### src/rtl/nor_op_sequencer.sv
// Operand/result sequencer around a combinational 16-bit NOR unit.
// Builds NOR, OR, NOT and AND from 1-3 NOR passes with valid/ready on both sides.
module nor_op_sequencer #(
  parameter int WIDTH = 16
) (
  input  logic             Clock,
  input  logic             Resetn,
  input  logic [WIDTH-1:0] DIN,
  input  logic [1:0]       OP,
  input  logic             din_valid,
  output logic             din_ready,
  output logic [WIDTH-1:0] NOR_A,
  output logic [WIDTH-1:0] NOR_B,
  input  logic [WIDTH-1:0] NOR_X,
  output logic [WIDTH-1:0] RES,
  output logic             Z,
  output logic             N,
  output logic             res_valid,
  input  logic             res_ready
);

  typedef enum logic [1:0] {IDLE, GET_B, EXEC, DONE} state_e;

  localparam logic [1:0] OP_NOR = 2'b00;
  localparam logic [1:0] OP_OR  = 2'b01;
  localparam logic [1:0] OP_NOT = 2'b10;
  localparam logic [1:0] OP_AND = 2'b11;

  state_e           state_q, state_d;
  logic [1:0]       op_q, op_d;
  logic [1:0]       pass_q, pass_d;
  logic [WIDTH-1:0] a_q, a_d, b_q, b_d, t_q, t_d, u_q, u_d;
  logic [WIDTH-1:0] nor_a_q, nor_a_d, nor_b_q, nor_b_d, res_q, res_d;
  logic             z_q, z_d, n_q, n_d, res_valid_q, res_valid_d;
  logic [1:0]       last_pass;

  assign din_ready = (state_q == IDLE) || (state_q == GET_B);
  assign NOR_A     = nor_a_q;
  assign NOR_B     = nor_b_q;
  assign RES       = res_q;
  assign Z         = z_q;
  assign N         = n_q;
  assign res_valid = res_valid_q;

  always_comb begin
    case (op_q)
      OP_OR:   last_pass = 2'd1;
      OP_AND:  last_pass = 2'd2;
      default: last_pass = 2'd0;
    endcase
  end

  always_comb begin
    state_d     = state_q;
    op_d        = op_q;
    pass_d      = pass_q;
    a_d         = a_q;
    b_d         = b_q;
    t_d         = t_q;
    u_d         = u_q;
    nor_a_d     = nor_a_q;
    nor_b_d     = nor_b_q;
    res_d       = res_q;
    z_d         = z_q;
    n_d         = n_q;
    res_valid_d = res_valid_q;
    case (state_q)
      IDLE: begin
        if (din_valid) begin
          a_d    = DIN;
          op_d   = OP;
          pass_d = 2'd0;
          if (OP == OP_NOT) begin
            nor_a_d = DIN;
            nor_b_d = DIN;
            state_d = EXEC;
          end else begin
            state_d = GET_B;
          end
        end
      end
      GET_B: begin
        // First pass operands are loaded on the same edge that takes B.
        if (din_valid) begin
          b_d     = DIN;
          nor_a_d = a_q;
          nor_b_d = (op_q == OP_AND) ? a_q : DIN;
          state_d = EXEC;
        end
      end
      EXEC: begin
        if (pass_q == last_pass) begin
          res_d       = NOR_X;
          z_d         = ~|NOR_X;
          n_d         = NOR_X[WIDTH-1];
          res_valid_d = 1'b1;
          state_d     = DONE;
        end else begin
          pass_d = pass_q + 2'd1;
          if (pass_q == 2'd0) begin
            t_d = NOR_X;
            if (op_q == OP_AND) begin
              nor_a_d = b_q;
              nor_b_d = b_q;
            end else begin
              nor_a_d = NOR_X;
              nor_b_d = NOR_X;
            end
          end else begin
            // AND final pass: U is being captured now, so feed NOR_X directly.
            u_d     = NOR_X;
            nor_a_d = t_q;
            nor_b_d = NOR_X;
          end
        end
      end
      DONE: begin
        if (res_ready) begin
          res_valid_d = 1'b0;
          state_d     = IDLE;
        end
      end
      default: state_d = IDLE;
    endcase
  end

  always_ff @(posedge Clock or negedge Resetn) begin
    if (!Resetn) begin
      state_q     <= IDLE;
      op_q        <= 2'b00;
      pass_q      <= 2'd0;
      a_q         <= '0;
      b_q         <= '0;
      t_q         <= '0;
      u_q         <= '0;
      nor_a_q     <= '0;
      nor_b_q     <= '0;
      res_q       <= '0;
      z_q         <= 1'b0;
      n_q         <= 1'b0;
      res_valid_q <= 1'b0;
    end else begin
      state_q     <= state_d;
      op_q        <= op_d;
      pass_q      <= pass_d;
      a_q         <= a_d;
      b_q         <= b_d;
      t_q         <= t_d;
      u_q         <= u_d;
      nor_a_q     <= nor_a_d;
      nor_b_q     <= nor_b_d;
      res_q       <= res_d;
      z_q         <= z_d;
      n_q         <= n_d;
      res_valid_q <= res_valid_d;
    end
  end

endmodule

### config.mk
export PLATFORM = sky130hd
export DESIGN_NAME = nor_op_sequencer
export DESIGN_NICKNAME = d
export VERILOG_FILES = /design/src/rtl/nor_op_sequencer.sv
export SDC_FILE = /design/constraint.sdc
export NUM_CORES = 1
export LEC_CHECK = 0
export BUFFER_PORTS_ARGS = -buffer_cell sky130_fd_sc_hd__buf_2
export CORE_AREA = 5 5 111 113
export CTS_CLUSTER_SIZE = 8
export DETAILED_ROUTE_END_ITERATION = 10
export DIE_AREA = 0 0 116 118
export PLACE_DENSITY = 0.7
export SLEW_MARGIN = 20
export SYNTH_ARGS = -nofsm -noshare
export SYNTH_HDL_FRONTEND = slang
export SYNTH_SLANG_ARGS = --single-unit
### constraint.sdc
create_clock -name Clock -period 3.7 [get_ports Clock]
set_clock_uncertainty 0.15 [all_clocks]
set_input_delay 0.37 -clock Clock [delete_from_list [all_inputs] [get_ports Clock]]
set_output_delay 0.37 -clock Clock [all_outputs]
set_load 0.005 [all_outputs]
After elaboration in Yosys (flattened, before gate mapping) --
Index checks and enable logic that the tools add are counted.
Word-level totals: logic and storage cells 68, bits in registers 105, input port bits 38, output and inout port bits 52
Cells by class: bitwise operators 1, add/subtract/negate cells 1, equality and inequality tests 13, reductions and logical operators 16, mux-type cells 25
Operators with widths (number):
- $mux W16 | 10
- $pmux W16 S3 | 2
- $reduce_or A16 Y1 | 1
- $mux W2 | 7
- $ne A2 B2 Y1 const B | 5
- $reduce_and A3 Y1 | 3
- $eq A2 B2 Y1 const B | 4
- $pmux W2 S2 | 2
- $pmux W2 S4 | 1
- $reduce_and A2 Y1 | 3
- $reduce_and A5 Y1 | 1
- $eq A2 B1 Y1 const B | 2
- $logic_not A2 Y1 | 2
- $reduce_and A4 Y1 | 1
- $reduce_bool A2 Y1 | 2
- $reduce_bool A3 Y1 | 1
- $add A2 B1 Y2 const B | 1
- $eq A2 B2 Y1 | 1
- $mux W1 | 2
- $ne A2 B1 Y1 const B | 1
- $pmux W1 S2 | 1
- $logic_not A1 Y1 | 1
- $logic_or A1 B1 Y1 | 1
- $not A1 Y1 | 1

Logic depth before layout (Yosys ltp) --
Gate-level depths: netlist of the first run.
word-level depth 5, gate-level depth with buffers 9, depth with buffers taken out 6

Worst setup path before layout of the first run --
OpenSTA, ideal clock, no wires.
kind register to register, start point reg state_q[0], end point reg nor_a_q[0] (netlist: NOR_A[0]), arrival 1.964 ns, setup slack 1.461 ns, cell stages (with the launch flop) 9, required time 3.425 ns, setup time 0.125 ns, period minus slack after synthesis 2.239 ns, buffers on the path 2, cell sequence dfrtp_1 inv_1 ha_1 clkbuf_1 clkbuf_1 nor2b_1 a221oi_1 o21ai_0 mux2_4
On the way: cells in the longest elaborated chain, start to end 3, elaborated cells on any way between the ends 10, those cells by class eq/ne (6); mux (1); reduce/logical (3)
RTL lines:
- from (decl) | RTL line 29 | state_e state_q, state_d;
- from (signal assigned) | RTL line 143 | state_q <= state_d;
- $eq A2 B2 Y1, or another cell as far along | RTL line 67 | case (state_q)
- $ne A2 B2 Y1 (no line), or another cell as far along
- $reduce_and A5 Y1 (no line)
- to (signal assigned) | RTL line 150 | nor_a_q <= nor_a_d;
- to (decl) | RTL line 33 | logic [WIDTH-1:0] nor_a_q, nor_a_d, nor_b_q, nor_b_d, res_q, res_d;
Several ways; a longest one is shown, not always the timed one. A chain may end at the register's enable or synchronous reset.

Worst setup path in the final report of the first run --
Ends and elaborated chain as after synthesis.

==> results of run 1 <==
==> kinds of logic after synthesis <==
family / share of synthesized area
AOI/OAI and AO/OA: 0.1089
adders and majority gates: 0.01390
buffers and inverters: 0.03198
DFF: 0.4820
muxes: 0.2846
and+or+nand+nor: 0.07857
==> sequential cells by signal (all words and copies together) (netlist names), 2 cells and up <==
register,flops
NOR_A,16
t_q,16
a_q,16
pass_q,2
b_q,16
state_q,2
RES,16
op_q,2
NOR_B,16
==> metrics by stage <==
step / power, mW / instances
floorplan: 4.495 / 432
global placement: 5.278 / 644
detailed placement: 5.414 / 644
CTS: 6.414 / 660
global route: 6.793 / 660
finish: 6.381 / 660
==> synth_stat cells, types with 4 or more instances <==
library cell / n
sky130_fd_sc_hd__o21ai_0: 19
sky130_fd_sc_hd__buf_2: 6
sky130_fd_sc_hd__a31oi_1: 16
sky130_fd_sc_hd__mux2_2: 68
sky130_fd_sc_hd__a221oi_1: 15
sky130_fd_sc_hd__inv_1: 7
sky130_fd_sc_hd__nand2_1: 24
sky130_fd_sc_hd__mux2_4: 30
sky130_fd_sc_hd__a211oi_1: 4
sky130_fd_sc_hd__ha_1: 6
sky130_fd_sc_hd__clkbuf_1: 20
sky130_fd_sc_hd__nor4_1: 4
sky130_fd_sc_hd__dfrtp_1: 104
sky130_fd_sc_hd__o211ai_1: 18
sky130_fd_sc_hd__nor2b_1: 18
sky130_fd_sc_hd__mux2i_1: 32
==> power by group <==
group / leakage (nW) / internal [mW] / switching [mW]
Clock: 0.146 / 0.536 / 0.446
Sequential: 1.25 / 1.73 / 0.405
Combinational: 1.53 / 1.73 / 1.53
==> how the worst max path moves through the flow <==
stage	startpoint	end	slack [ps]	depth (start not counted)
after global placement	state_q[0]	NOR_A[12]	1100	6
after global routing	state_q[0]	NOR_A[6]	850	6
after CTS	state_q[0]	NOR_A[0]	1040	6
after floorplan	state_q[0]	NOR_A[0]	1460	8
final	state_q[0]	NOR_A[0]	1030	6
after detailed placement	state_q[0]	NOR_A[0]	1050	6
==> area by class of cell <==
type,instances,area (sq um)
Fill cell,975,4962
Multi-Input combinational cell,291,2626
Inverter,7,26.28
Tap cell,143,178.9
Sequential cell,104,2603
Timing Repair Buffer,99,523.0
Clock buffer,10,229.0
Clock inverter,6,75.07
==> per-layer routing <==
metal / up-vias / GRT usage / routed length [um]
met2: 161 / 0.3367 / 6829
met1: 2075 / 0.2867 / 6076
li1: 1773 / - / -
met5: - / 0 / 13
met3: 19 / 0.05450 / 976
met4: 2 / 0.05801 / 183
==> critical path, cell delays in order (launching register included) <==
cell                       delay (ps)
sky130_fd_sc_hd__dfrtp_1          430
sky130_fd_sc_hd__inv_1             90
sky130_fd_sc_hd__ha_1             510
sky130_fd_sc_hd__and3b_1          550
sky130_fd_sc_hd__a221oi_1         390
sky130_fd_sc_hd__o21ai_0          140
sky130_fd_sc_hd__mux2_4           280
==> impl_metrics.csv, run 1 <==
group,metric,value,unit
grt,overflow,0,
timing,worst_slack,1031,ps
route,drt_iter0_markers,279,
outcome,run_status,"complete, no violations",
critical_path,r2r_start,"state_q[0]",
finish,signed_area_change_from_the_synthesized_netlist_to_the_final_layout,15.97,%
clock_tree,tritoncts_clock_tree,"built",
logic_synthesis,synth_area_leader_cell,"sky130_fd_sc_hd__dfrtp_1",
pwr,total_leakage_power,2.916,nW
route,via_per_inst,6.106,
floorplan,placeable_area,11220,sq um
clock_tree,cts_root_buffer,"sky130_fd_sc_hd__clkbuf_16",
route,total_number_of_vias,4030,
grt,grt_max_degree,75,
logic_synthesis,yosysSeqAreaShare,0.4820,
critical_path,reg2reg_setup_slack,1030,ps
logic_synthesis,synth_top_flop_cell,"sky130_fd_sc_hd__dfrtp_1",
logic_synthesis,synthesis.instances,432,
grt,grt_antenna_before_repair,1,
route,route.detailed.drc,0,
grt,grt_util_all_layers,0.2119,
floorplan,fp-row-count,39,
timing,fmax,0.3747,GHz
pwr,p_per_area,1019,nW/um^2
placement,globalplace.congestion,0.8307,
clock_tree,cts-buffers-inserted,9,
route,first_pass_iters,5,
timing,grt_setup_unrepaired,"no",
finish,drive_above_1_share,0.4255,
placement,place.detailed.hpwl,9.435,mm
logic_synthesis,per_instance_average_area_after_synthesis,12.50,sq um
timing,worst_slew_pin_slew,991.3,ps
finish,final_cell_area,6261,sq um
logic_synthesis,synth_top_cell_area_share,0.4820,
timing,tns,0,ps
timing,drv_slew,0,
placement,place_worst_setup_slack,1055,ps
floorplan,die-height,118,um
grt,grt_pass1_vias,4187,
timing,setup_viol_count_final,0,
route,avgRoutedWirePerCell,21.33,um
critical_path,crit_path_max_fanout,16,
worst_hold_path,min-delay-path-class,"input port to asynchronous set/reset pin",
finish,finish.net_count,556,
timing,layout_min_cycle_time,2669,ps
logic_synthesis,warnings_from_yosys,0,
logic_synthesis,ys_top_cells_by_area,"sky130_fd_sc_hd__dfrtp_1, sky130_fd_sc_hd__mux2_2, sky130_fd_sc_hd__mux2_4, sky130_fd_sc_hd__mux2i_1, sky130_fd_sc_hd__o211ai_1",
critical_path,critical_path_data_arrival_time,2750,ps
logic_synthesis,synth_fp_nets,476,
timing,hold_viol,0,
floorplan,floorplan.die.width,116,um
critical_path,timing_worst_setup_path_type,"flip-flop to flip-flop",
timing,final.period_utilization,0.7213,
clock_tree,clock_tree.htree_level_count,3,
finish,final_common_cell,"sky130_fd_sc_hd__dfrtp_1",
clock_tree,clk_latency,350,ps
logic_synthesis,synth_enable_flop_cells,0,
finish,utilization,0.5579,
floorplan,floorplan.io_pins,90,
finish,antenna_cells,0,
clock_tree,ctsLongestPathBuffers,2,
logic_synthesis,synthesized_flop_and_latch_total,104,
logic_synthesis,share_of_flip_flops_with_an_asynchronous_set_or_reset,1.000,
finish,layout_common_cells,"sky130_fd_sc_hd__dfrtp_1, sky130_fd_sc_hd__buf_2, sky130_fd_sc_hd__mux2_2",
critical_path,start_kind,"flip-flop",
placement,placed_area,5954,sq um
timing,timing.max_slew.rel_slack,0.3375,
critical_path,r2r_end,"NOR_A[0]",
floorplan,initial_core_util,0.4810,
grt,grt_first_pass_wirelength,22.63,mm
placement,io_buffers,89,
critical_path,worst-r2r-cell-count,6,
critical_path,required,3780,ps
logic_synthesis,yosys.cell_types.count,43,
clock_tree,total_clock_sinks,104,
route,wl,14.08,mm
route,drt.antenna.violating_nets,0,
run,drv.max_cap_violation_count,0,
pwr,power.ir.vdd_worst,0.4897,mV
critical_path,setup.worst_path.end_class,"flip-flop",
clock_tree,cts_setup_buffers,0,
timing,holdWs,6.973,ps
logic_synthesis,synth.cell_area,5399,sq um
clock_tree,clk_pin_slew,70,ps
floorplan,dieArea,13690,sq um
clock_tree,ctsHoldBuffers,0,
clock_tree,post_cts.resized_instances,0,
Power figures use the tool's default switching activity.
==> inputs of run 2 (changes only) <==
--- a/config.mk
+++ b/config.mk
@@ -10,7 +10,7 @@
 export CTS_CLUSTER_SIZE = 8
 export DETAILED_ROUTE_END_ITERATION = 10
 export DIE_AREA = 0 0 116 118
-export PLACE_DENSITY = 0.7
+export PLACE_DENSITY = 0.73
 export SLEW_MARGIN = 20
 export SYNTH_ARGS = -nofsm -noshare
 export SYNTH_HDL_FRONTEND = slang
==> constraint.sdc (replaced) <==
create_clock -name Clock -period 2.2 [get_ports Clock]
set_clock_uncertainty 0.15 [all_clocks]
set_input_delay 0.22 -clock Clock [delete_from_list [all_inputs] [get_ports Clock]]
set_output_delay 0.22 -clock Clock [all_outputs]
set_load 0.005 [all_outputs]
==> run 2 against run 1 <==
Net effect: setup slack lost 990 ps; register-to-register slack got worse by 990 ps; total power increased by 78%; largest power group unchanged.
==> impl_metrics.csv, run 2 (same netlist as run 1, synthesis figures left out) <==
group,metric,value,unit
outcome,run_status,"complete, no violations",
placement,globalplace.congestion,0.8080,
pwr,p_per_area,1679,nW/um^2
clock_tree,clock_tree.htree_level_count,3,
route,via_per_inst,5.889,
timing,hold_viol,0,
worst_hold_path,hold_path_stages,2,
timing,fmax,0.4640,GHz
floorplan,dieArea,13690,sq um
critical_path,crit_path_max_fanout,8,
finish,final_common_cell,"sky130_fd_sc_hd__dfrtp_1",
timing,final.period_utilization,0.9796,
clock_tree,clk_latency,350,ps
clock_tree,cts_root_buffer,"sky130_fd_sc_hd__clkbuf_16",
clock_tree,cts-buffers-inserted,9,
floorplan,die-height,118,um
timing,worst_slack,44.88,ps
placement,placed_area,6237,sq um
placement,io_buffers,89,
critical_path,start_kind,"flip-flop",
route,total_number_of_vias,4134,
finish,final_cells,702,
grt,grt_util_all_layers,0.2171,
placement,numPlacedInstances,665,
finish,fillers,920,
critical_path,reg2reg_setup_slack,40,ps
grt,grt_max_degree,48,
critical_path,required,2280,ps
placement,place.detailed.hpwl,10.07,mm
clock_tree,ctsLongestPathBuffers,2,
floorplan,floorplan.die.width,116,um
pwr,power.ir.vdd_worst,1.424,mV
worst_hold_path,min-delay-path-class,"input port to flip-flop",
critical_path,timing_worst_setup_path_type,"flip-flop to flip-flop",
clock_tree,total_clock_sinks,104,
route,drt.antenna.violating_nets,0,
timing,holdWs,21.45,ps
finish,antenna_cells,0,
finish,final_cell_area,6769,sq um
timing,grt_setup_unrepaired,"yes",
finish,signed_area_change_from_the_synthesized_netlist_to_the_final_layout,25.38,%
run,drv.max_cap_violation_count,0,
pwr,total_leakage_power,3.152,nW
grt,grt_antenna_before_repair,0,
critical_path,startpoint,"state_q[0]",
critical_path,r2r_end,"NOR_A[4]",
route,route.detailed.drc,0,
clock_tree,clk_pin_slew,70,ps
worst_hold_path,hold_end,"RES[14]",
critical_path,worst-r2r-cell-count,7,
timing,worst_slew_pin_slew,542.8,ps
floorplan,placeable_area,11220,sq um
critical_path,setup.worst_path.end_class,"flip-flop",
finish,layout_common_cells,"sky130_fd_sc_hd__dfrtp_1, sky130_fd_sc_hd__buf_2, sky130_fd_sc_hd__mux2_2",
grt,grt_first_pass_wirelength,23.20,mm
route,wl,14.49,mm
grt,grt_pass1_vias,4470,
timing,layout_min_cycle_time,2155,ps
route,drt_iter0_markers,215,
clock_tree,tritoncts_clock_tree,"built",
critical_path,critical_path_data_arrival_time,2240,ps
placement,place_worst_setup_slack,-70.43,ps
grt,overflow,0,
floorplan,floorplan.io_pins,90,
pwr,p_total,11.36,mW
critical_path,r2r_start,"state_q[0]",
route,first_pass_iters,4,
timing,drv_slew,0,
finish,drive_above_1_share,0.4544,
floorplan,fp-row-count,39,
route,avgRoutedWirePerCell,20.65,um
worst_hold_path,holdCritStartpoint,"NOR_X[14]",
floorplan,initial_core_util,0.4810,
timing,timing.max_slew.rel_slack,0.6348,
finish,finish.net_count,598,
timing,setup_viol_count_final,0,
run 2: cell type report:
class | instances | area, sq um | share of cell area
Inverter | 7 | 26.28 | 0.003882
Clock inverter | 6 | 51.30 | 0.007579
Timing Repair Buffer | 141 | 1006 | 0.1486
Sequential cell | 104 | 2608 | 0.3852
Multi-Input combinational cell | 291 | 2670 | 0.3945
Clock buffer | 10 | 229.0 | 0.03383
Tap cell | 143 | 178.9 | 0.02643
run 2: through the flow:
| step | utilization | TNS [ps] |
|---|---|---|
| 2_1_floorplan | - | 0 |
| 3_3_place_gp | 0.5557 | 0 |
| 3_5_place_dp | 0.5557 | -188.7 |
| 4_1_cts | 0.5971 | 0 |
| 5_1_grt | 0.6031 | -98.13 |
| 6_report | 0.6031 | 0 |
run 2: per-layer routing:
| metal | wire length (um) | GRT usage |
|---|---|---|
| met2 | 7043 | 0.3385 |
| met1 | 6244 | 0.2899 |
| met5 | 0 | 0 |
| met3 | 905 | 0.05553 |
| met4 | 300 | 0.07977 |
run 2: how the worst max path moves through the flow:
stage / endpoint
CTS: NOR_A[4]
global placement: NOR_A[10]
global route: NOR_A[7]
detailed placement: NOR_A[0]
floorplan: NOR_A[0]
finish: NOR_A[4]
run 2: repair_timing:
item                                    in CTS  in global routing
pin swaps                                    0                  0
buffers inserted                             1                  3
hold buffers                                17                  0
endpoints found under the setup margin      12                 33
gates resized for setup                      4                 21
endpoints found under the hold margin       60                  0
run 2: worst max-delay path, cell delays in order, from the launching register on:
cell and delay [ps]:
sky130_fd_sc_hd__dfrtp_1 390, sky130_fd_sc_hd__inv_1 100, sky130_fd_sc_hd__ha_1 270, sky130_fd_sc_hd__and3b_1 220, sky130_fd_sc_hd__buf_4 190, sky130_fd_sc_hd__a221oi_1 300
sky130_fd_sc_hd__o21ai_0 130, sky130_fd_sc_hd__mux2_2 280
run 2: power breakdown:
part           switching [mW]  total (mW)  internal [mW]
Combinational            2.77        6.24           3.47
Sequential              0.687        3.61           2.92
Clock                   0.730        1.51          0.784
Total                    4.19        11.4           7.17
